$ cat src/rtl/regfile_dump_reader_pkg.sv
// Shared widths and state encoding for the register-file dump reader.
// Widths match the CPU register file defaults.
package regfile_dump_reader_pkg;

    localparam int ADDR_W = 5;
    localparam int SIZE_W = 32;
    localparam int NUMB   = 1 << ADDR_W;

    typedef enum logic [1:0] {
        IDLE = 2'd0,
        READ = 2'd1,
        SEND = 2'd2,
        FIN  = 2'd3
    } state_t;

endpackage

$ cat src/rtl/regfile_dump_reader_if.sv
// Dump-reader bus: start/range request, register-file read port, word stream out.
// master = the reader, slave = register file plus consumer side.
interface regfile_dump_reader_if #(
    parameter int ADDR = regfile_dump_reader_pkg::ADDR_W,
    parameter int SIZE = regfile_dump_reader_pkg::SIZE_W
);

    logic            Start;
    logic [ADDR-1:0] First_Addr;
    logic [ADDR-1:0] Last_Addr;
    logic [ADDR-1:0] Rd_Addr;
    logic [SIZE-1:0] Rd_Data;
    logic            Out_Valid;
    logic            Out_Ready;
    logic [ADDR-1:0] Out_Addr;
    logic [SIZE-1:0] Out_Data;
    logic            Busy;
    logic            Done;

    modport master (
        input  Start, First_Addr, Last_Addr, Rd_Data, Out_Ready,
        output Rd_Addr, Out_Valid, Out_Addr, Out_Data, Busy, Done
    );

    modport slave (
        output Start, First_Addr, Last_Addr, Rd_Data, Out_Ready,
        input  Rd_Addr, Out_Valid, Out_Addr, Out_Data, Busy, Done
    );

endinterface

$ cat src/rtl/regfile_dump_reader.sv
// Walks an inclusive, wrapping register range and streams {addr,data} words out.
// One-cycle read latency, one word per 2 cycles peak; a stalled word is held without re-reading.
module regfile_dump_reader
    import regfile_dump_reader_pkg::*;
#(
    parameter int ADDR = ADDR_W,
    parameter int SIZE = SIZE_W
) (
    input  logic                  Clk,
    input  logic                  Clr,
    regfile_dump_reader_if.master bus
);

    state_t          state;
    state_t          state_nxt;
    logic [ADDR-1:0] cur;
    logic [ADDR-1:0] last;
    logic [ADDR-1:0] out_addr;
    logic [SIZE-1:0] out_data;
    logic            accept;

    assign accept = (state == SEND) && bus.Out_Ready;

    always_ff @(posedge Clk or posedge Clr) begin
        if (Clr) begin
            state <= IDLE;
        end else begin
            state <= state_nxt;
        end
    end

    // Range is latched only from IDLE, so Start while busy is dropped.
    always_ff @(posedge Clk or posedge Clr) begin
        if (Clr) begin
            cur  <= '0;
            last <= '0;
        end else if ((state == IDLE) && bus.Start) begin
            cur  <= bus.First_Addr;
            last <= bus.Last_Addr;
        end else if (accept && (cur != last)) begin
            cur <= cur + 1'b1;
        end
    end

    always_ff @(posedge Clk or posedge Clr) begin
        if (Clr) begin
            out_addr <= '0;
            out_data <= '0;
        end else if (state == READ) begin
            out_addr <= cur;
            out_data <= bus.Rd_Data;
        end
    end

    always_comb begin
        state_nxt = state;
        case (state)
            IDLE:    if (bus.Start) state_nxt = READ;
            READ:    state_nxt = SEND;
            SEND:    if (bus.Out_Ready) state_nxt = (cur == last) ? FIN : READ;
            FIN:     state_nxt = IDLE;
            default: state_nxt = IDLE;
        endcase
    end

    assign bus.Rd_Addr   = (state == IDLE) ? '0 : cur;
    assign bus.Out_Valid = (state == SEND);
    assign bus.Out_Addr  = out_addr;
    assign bus.Out_Data  = out_data;
    assign bus.Busy      = (state != IDLE);
    assign bus.Done      = (state == FIN);

endmodule

$ cat src/flat_wrapper.sv
// flat-port wrapper written by rule: the top's interface ports become plain ports
module regfile_dump_reader_flat import regfile_dump_reader_pkg::*;
#(
    parameter int ADDR = ADDR_W,
    parameter int SIZE = SIZE_W
)
  (Clk, Clr, bus_Start, bus_First_Addr, bus_Last_Addr, bus_Rd_Data, bus_Out_Ready, bus_Rd_Addr, bus_Out_Valid, bus_Out_Addr, bus_Out_Data, bus_Busy, bus_Done);
  regfile_dump_reader_if #(.ADDR(ADDR), .SIZE(SIZE)) bus_i ();
  input  logic Clk;
  input  logic Clr;
  input wire logic [$bits(bus_i.Start)-1:0] bus_Start;
  input wire logic [$bits(bus_i.First_Addr)-1:0] bus_First_Addr;
  input wire logic [$bits(bus_i.Last_Addr)-1:0] bus_Last_Addr;
  input wire logic [$bits(bus_i.Rd_Data)-1:0] bus_Rd_Data;
  input wire logic [$bits(bus_i.Out_Ready)-1:0] bus_Out_Ready;
  output wire logic [$bits(bus_i.Rd_Addr)-1:0] bus_Rd_Addr;
  output wire logic [$bits(bus_i.Out_Valid)-1:0] bus_Out_Valid;
  output wire logic [$bits(bus_i.Out_Addr)-1:0] bus_Out_Addr;
  output wire logic [$bits(bus_i.Out_Data)-1:0] bus_Out_Data;
  output wire logic [$bits(bus_i.Busy)-1:0] bus_Busy;
  output wire logic [$bits(bus_i.Done)-1:0] bus_Done;
  assign bus_i.Start = bus_Start;
  assign bus_i.First_Addr = bus_First_Addr;
  assign bus_i.Last_Addr = bus_Last_Addr;
  assign bus_i.Rd_Data = bus_Rd_Data;
  assign bus_i.Out_Ready = bus_Out_Ready;
  assign bus_Rd_Addr = bus_i.Rd_Addr;
  assign bus_Out_Valid = bus_i.Out_Valid;
  assign bus_Out_Addr = bus_i.Out_Addr;
  assign bus_Out_Data = bus_i.Out_Data;
  assign bus_Busy = bus_i.Busy;
  assign bus_Done = bus_i.Done;
  regfile_dump_reader #(.ADDR(ADDR), .SIZE(SIZE)) u_core (.Clk(Clk), .Clr(Clr), .bus(bus_i));
endmodule
$ cat config.mk
export PLATFORM = sky130hd
export DESIGN_NAME = regfile_dump_reader_flat
export DESIGN_NICKNAME = d
export VERILOG_FILES = /design/src/rtl/regfile_dump_reader_pkg.sv /design/src/rtl/regfile_dump_reader_if.sv /design/src/rtl/regfile_dump_reader.sv /design/src/flat_wrapper.sv
export SDC_FILE = /design/constraint.sdc
export NUM_CORES = 1
export LEC_CHECK = 0
export ABC_AREA = 1
export CORE_MARGIN = 2
export CORE_UTILIZATION = 35
export CTS_CLUSTER_DIAMETER = 150
export DETAILED_ROUTE_END_ITERATION = 6
export GPL_ROUTABILITY_DRIVEN = 0
export HOLD_SLACK_MARGIN = 0.12
export PLACE_DENSITY_LB_ADDON = 0.05
export SLEW_MARGIN = 30
export SYNTH_ARGS = -nofsm -noshare
export SYNTH_HDL_FRONTEND = slang
export SYNTH_SLANG_ARGS = --single-unit
$ cat constraint.sdc
create_clock -name Clk -period 1.9 [get_ports Clk]
set_input_delay 0.19 -clock Clk [delete_from_list [all_inputs] [get_ports Clk]]
set_output_delay 0.19 -clock Clk [all_outputs]
set_load 0.03 [all_outputs]
==> qor.txt <==
Outcome - complete, no violations
First-pass GRT wire length - 7.33 mm
GR Layer Usage met2 - 23.0%
GR peak layer - met2
Design Power - 0.00604 W
Initial core utilization - 36.1%
Post-synthesis compound-gate area fraction - 2.75%
Initial antenna violation count - 0
Hold WC Path Type - in -> async
Share of layout cells above drive strength 1 - 17.7%
Proportion of netlist area held by the largest area contributor - 57.4%
Die width - 82.1 um
Synth unique cells - 21
Synth Instances - 193
DRT iter0 DRCs - 54
Mux contribution to synthesized area - 17.6%
Routed WL per cell - 13.1 um
Routed WL - 4.77 mm
Global Route Usage Sum - 14.5%
CTS Root Cell - clkbuf_8
Syn avg cell area - 11.1 um2
CTS clk-pin slew, worst paths - 0.10 ns
Met1 Use GR - 19.2%
Clock latency on the worst-skew pair - 0.30 ns
Vias in the first global route - 1,544
Antenna-violating nets left - 0
Die Span Y - 82.1 um
Core utilization of the finished layout - 54.4%
Postcts setup bufs - 0
Post-synthesis sequential area ratio - 57.4%
Diodes inserted - 0
Detail Placement HPWL - 3.52 mm
Fillers - 564
Register Area - 1230 um2
Footprint of the multi-input gates - 786 um2
Worst slew pin tran - 0.515 ns
Core area - 5920 um2
Post-synthesis xor/xnor area fraction - 0.821%
Startpoint Class - register
CTS Buffer Depth - 2
Peak Freq - 0.560 GHz
Final setup skew - 0.00858 ns
Setup Crit Path Kind - reg -> out
Largest net degree at the start of global routing - 29
Largest family of logic cells by synthesized area - multiplexers
IO Pins - 91
Clock period minus worst slack - 1.78 ns
Max-slew headroom - 65.6%
Area delta synth->final - 50.9%
Lkg Pwr - 1.47 nW
Row count - 28
Number of port buffers - 90
RSZ-0062 raised after global routing - false
VDD IR max - 0.972 mV
Resized cells post-CTS - 5
Total grt overflow - 0
CP required - 1.71 ns
DIE AREA - 6740 um2
CTS tree - done
Dominant cell type by area after synthesis - dfrtp_1
Number of CTS-inserted buffers - 5
Simple-gate share of the synthesized area - 15.1%
Flops & latches, synth - 49
Post-cts hold buffer count - 0
CP Max Fanout - 4
Syn Std Cell Area - 2130 um2
Final worst-path cycle share - 93.9%
DR vias/cell - 4.60
First-pass detailed-route iteration total - 4
Syn. warnings - 0
H-tree Lvls - 2
Pwr/cell area - 1870 nW/um2
Remaining DRCs - 0
Max-cap violations - 0
Total number of vias - 1,668
Synth area leaders - dfrtp_1 (57%), mux2_2 (15%), nand2_1 (6.0%), nand3_1 (4.5%), inv_1 (2.3%)
Layout Nets - 334
Clock sink count - 49
Hold Fails Final Rpt - 0
Met3 Usage GRT - 3.59%
Fin Setup TNS - 0 ns
Adder-cell area share of the yosys netlist - 0.586%
Worst EP arrival - 1.59 ns
Final setup fails - 0
Max-slew violations - 0
Crit. End Element - output port
Syn_nets - 240
==> critical path, cell delays in order (launching register included) <==
cell             delay [ns]
dfrtp_1                0.43
nor2_2                 0.18
clkdlybuf4s50_1        0.70
==> worst paths after layout <==
kind / startpoint / to / slack (ns) / cells after the start
setup / recovery: u_core.state[0] / bus_Out_Valid / 0.12 / 2
hold / removal: Clr / u_core.bus.Out_Data[23] / 0.23 / 2
setup reg to reg: u_core.state[0] / u_core.cur[3] / 0.44 / 8
hold reg to reg: u_core.bus.Out_Addr[2] / u_core.bus.Out_Addr[2] / 0.49 / 2
max in group asynchronous: Clr / u_core.last[3] / 1.15 / 3
min in group Clk: bus_Last_Addr[1] / u_core.last[1] / 0.47 / 3
==> Yosys cell counts <==
| library cell | count |
|---|---|
| nor2_2 | 2 |
| nand3_1 | 19 |
| dfrtp_1 | 49 |
| nand2_2 | 3 |
| ha_1 | 1 |
| inv_2 | 2 |
| buf_6 | 4 |
| buf_2 | 2 |
| nand4_1 | 3 |
| o21ai_2 | 1 |
| a21oi_1 | 5 |
| mux2_2 | 28 |
| mux2_4 | 1 |
| o21ai_0 | 5 |
| clkbuf_1 | 1 |
| mux2_1 | 4 |
| inv_1 | 13 |
| buf_4 | 1 |
| nand2_1 | 34 |
| xnor2_1 | 2 |
| nor2_1 | 13 |
==> report_power, final <==
| part | total (W) | leakage, nW | switching [W] | internal (W) |
|---|---|---|---|---|
| Combinational | 0.00342 | 0.825 | 0.00189 | 0.00153 |
| Clock | 0.000746 | 0.0585 | 0.000351 | 0.000395 |
| Sequential | 0.00187 | 0.581 | 0.000302 | 0.00157 |
| Total | 0.00604 | 1.47 | 0.00255 | 0.00349 |
==> registers in the layout (all words and copies together), names as in the netlist <==
name                 flops
u_core.cur               5
u_core.state             2
u_core.last              5
u_core.bus.Out_Data     32
u_core.bus.Out_Addr      5
==> layout by cell type (no fill, tap or decap), drive strengths merged <==
| cell type | count |
|---|---|
| dlymetal6s2s | 1 |
| nand2 | 37 |
| clkdlybuf4s50 | 84 |
| ha | 1 |
| buf | 5 |
| clkbuf | 5 |
| o21ai | 6 |
| dlygate4sd2 | 5 |
| nand4 | 3 |
| mux2 | 33 |
| inv | 16 |
| dfrtp | 49 |
| xnor2 | 2 |
| a21oi | 5 |
| nand3 | 19 |
| clkinv | 1 |
| bufinv | 1 |
| nor2 | 15 |
==> stage by stage <==
| step | worst slack [ns] | hold WS, ns | cell area, um2 | std cells |
|---|---|---|---|---|
| after floorplan | 0.537 | 0.322 | 2130 | 193 |
| after global placement | 0.340 | 0.470 | 3110 | 355 |
| after detailed placement | 0.297 | 0.474 | 3110 | 355 |
| after CTS | 0.0342 | 0.240 | 3220 | 363 |
| after global routing | 0.0626 | 0.275 | 3220 | 363 |
| final | 0.115 | 0.233 | 3220 | 363 |
==> per-layer routing <==
metal / vias up / share of wire, % / wire, um
li1: 824 / - / -
met1: 779 / 46 / 2200
met2: 58 / 46 / 2210
met3: 7 / 6.4 / 306
met4: 0 / 1.0 / 49
met5: - / 0 / 0
==> kinds of logic (layout without fill, tap and decap cells) <==
kind of cell    Yosys count  in the layout
compound gates           11             11
xor+xnor                  2              2
fa+ha+maj                 1              1
buf+inv                  23            118
flops                    49             49
mux                      33             33
simple gates             74             74
==> cell type report <==
type	instances	area share (%)
multi-input cells	121	24.4
repair buffers	95	29.4
well taps	75	2.91
clock inverters	3	1.36
inverters	15	1.75
flip-flops and latches	49	38.1
clock buffers	5	2.14
No activity file was read; power rests on OpenSTA's default activity.
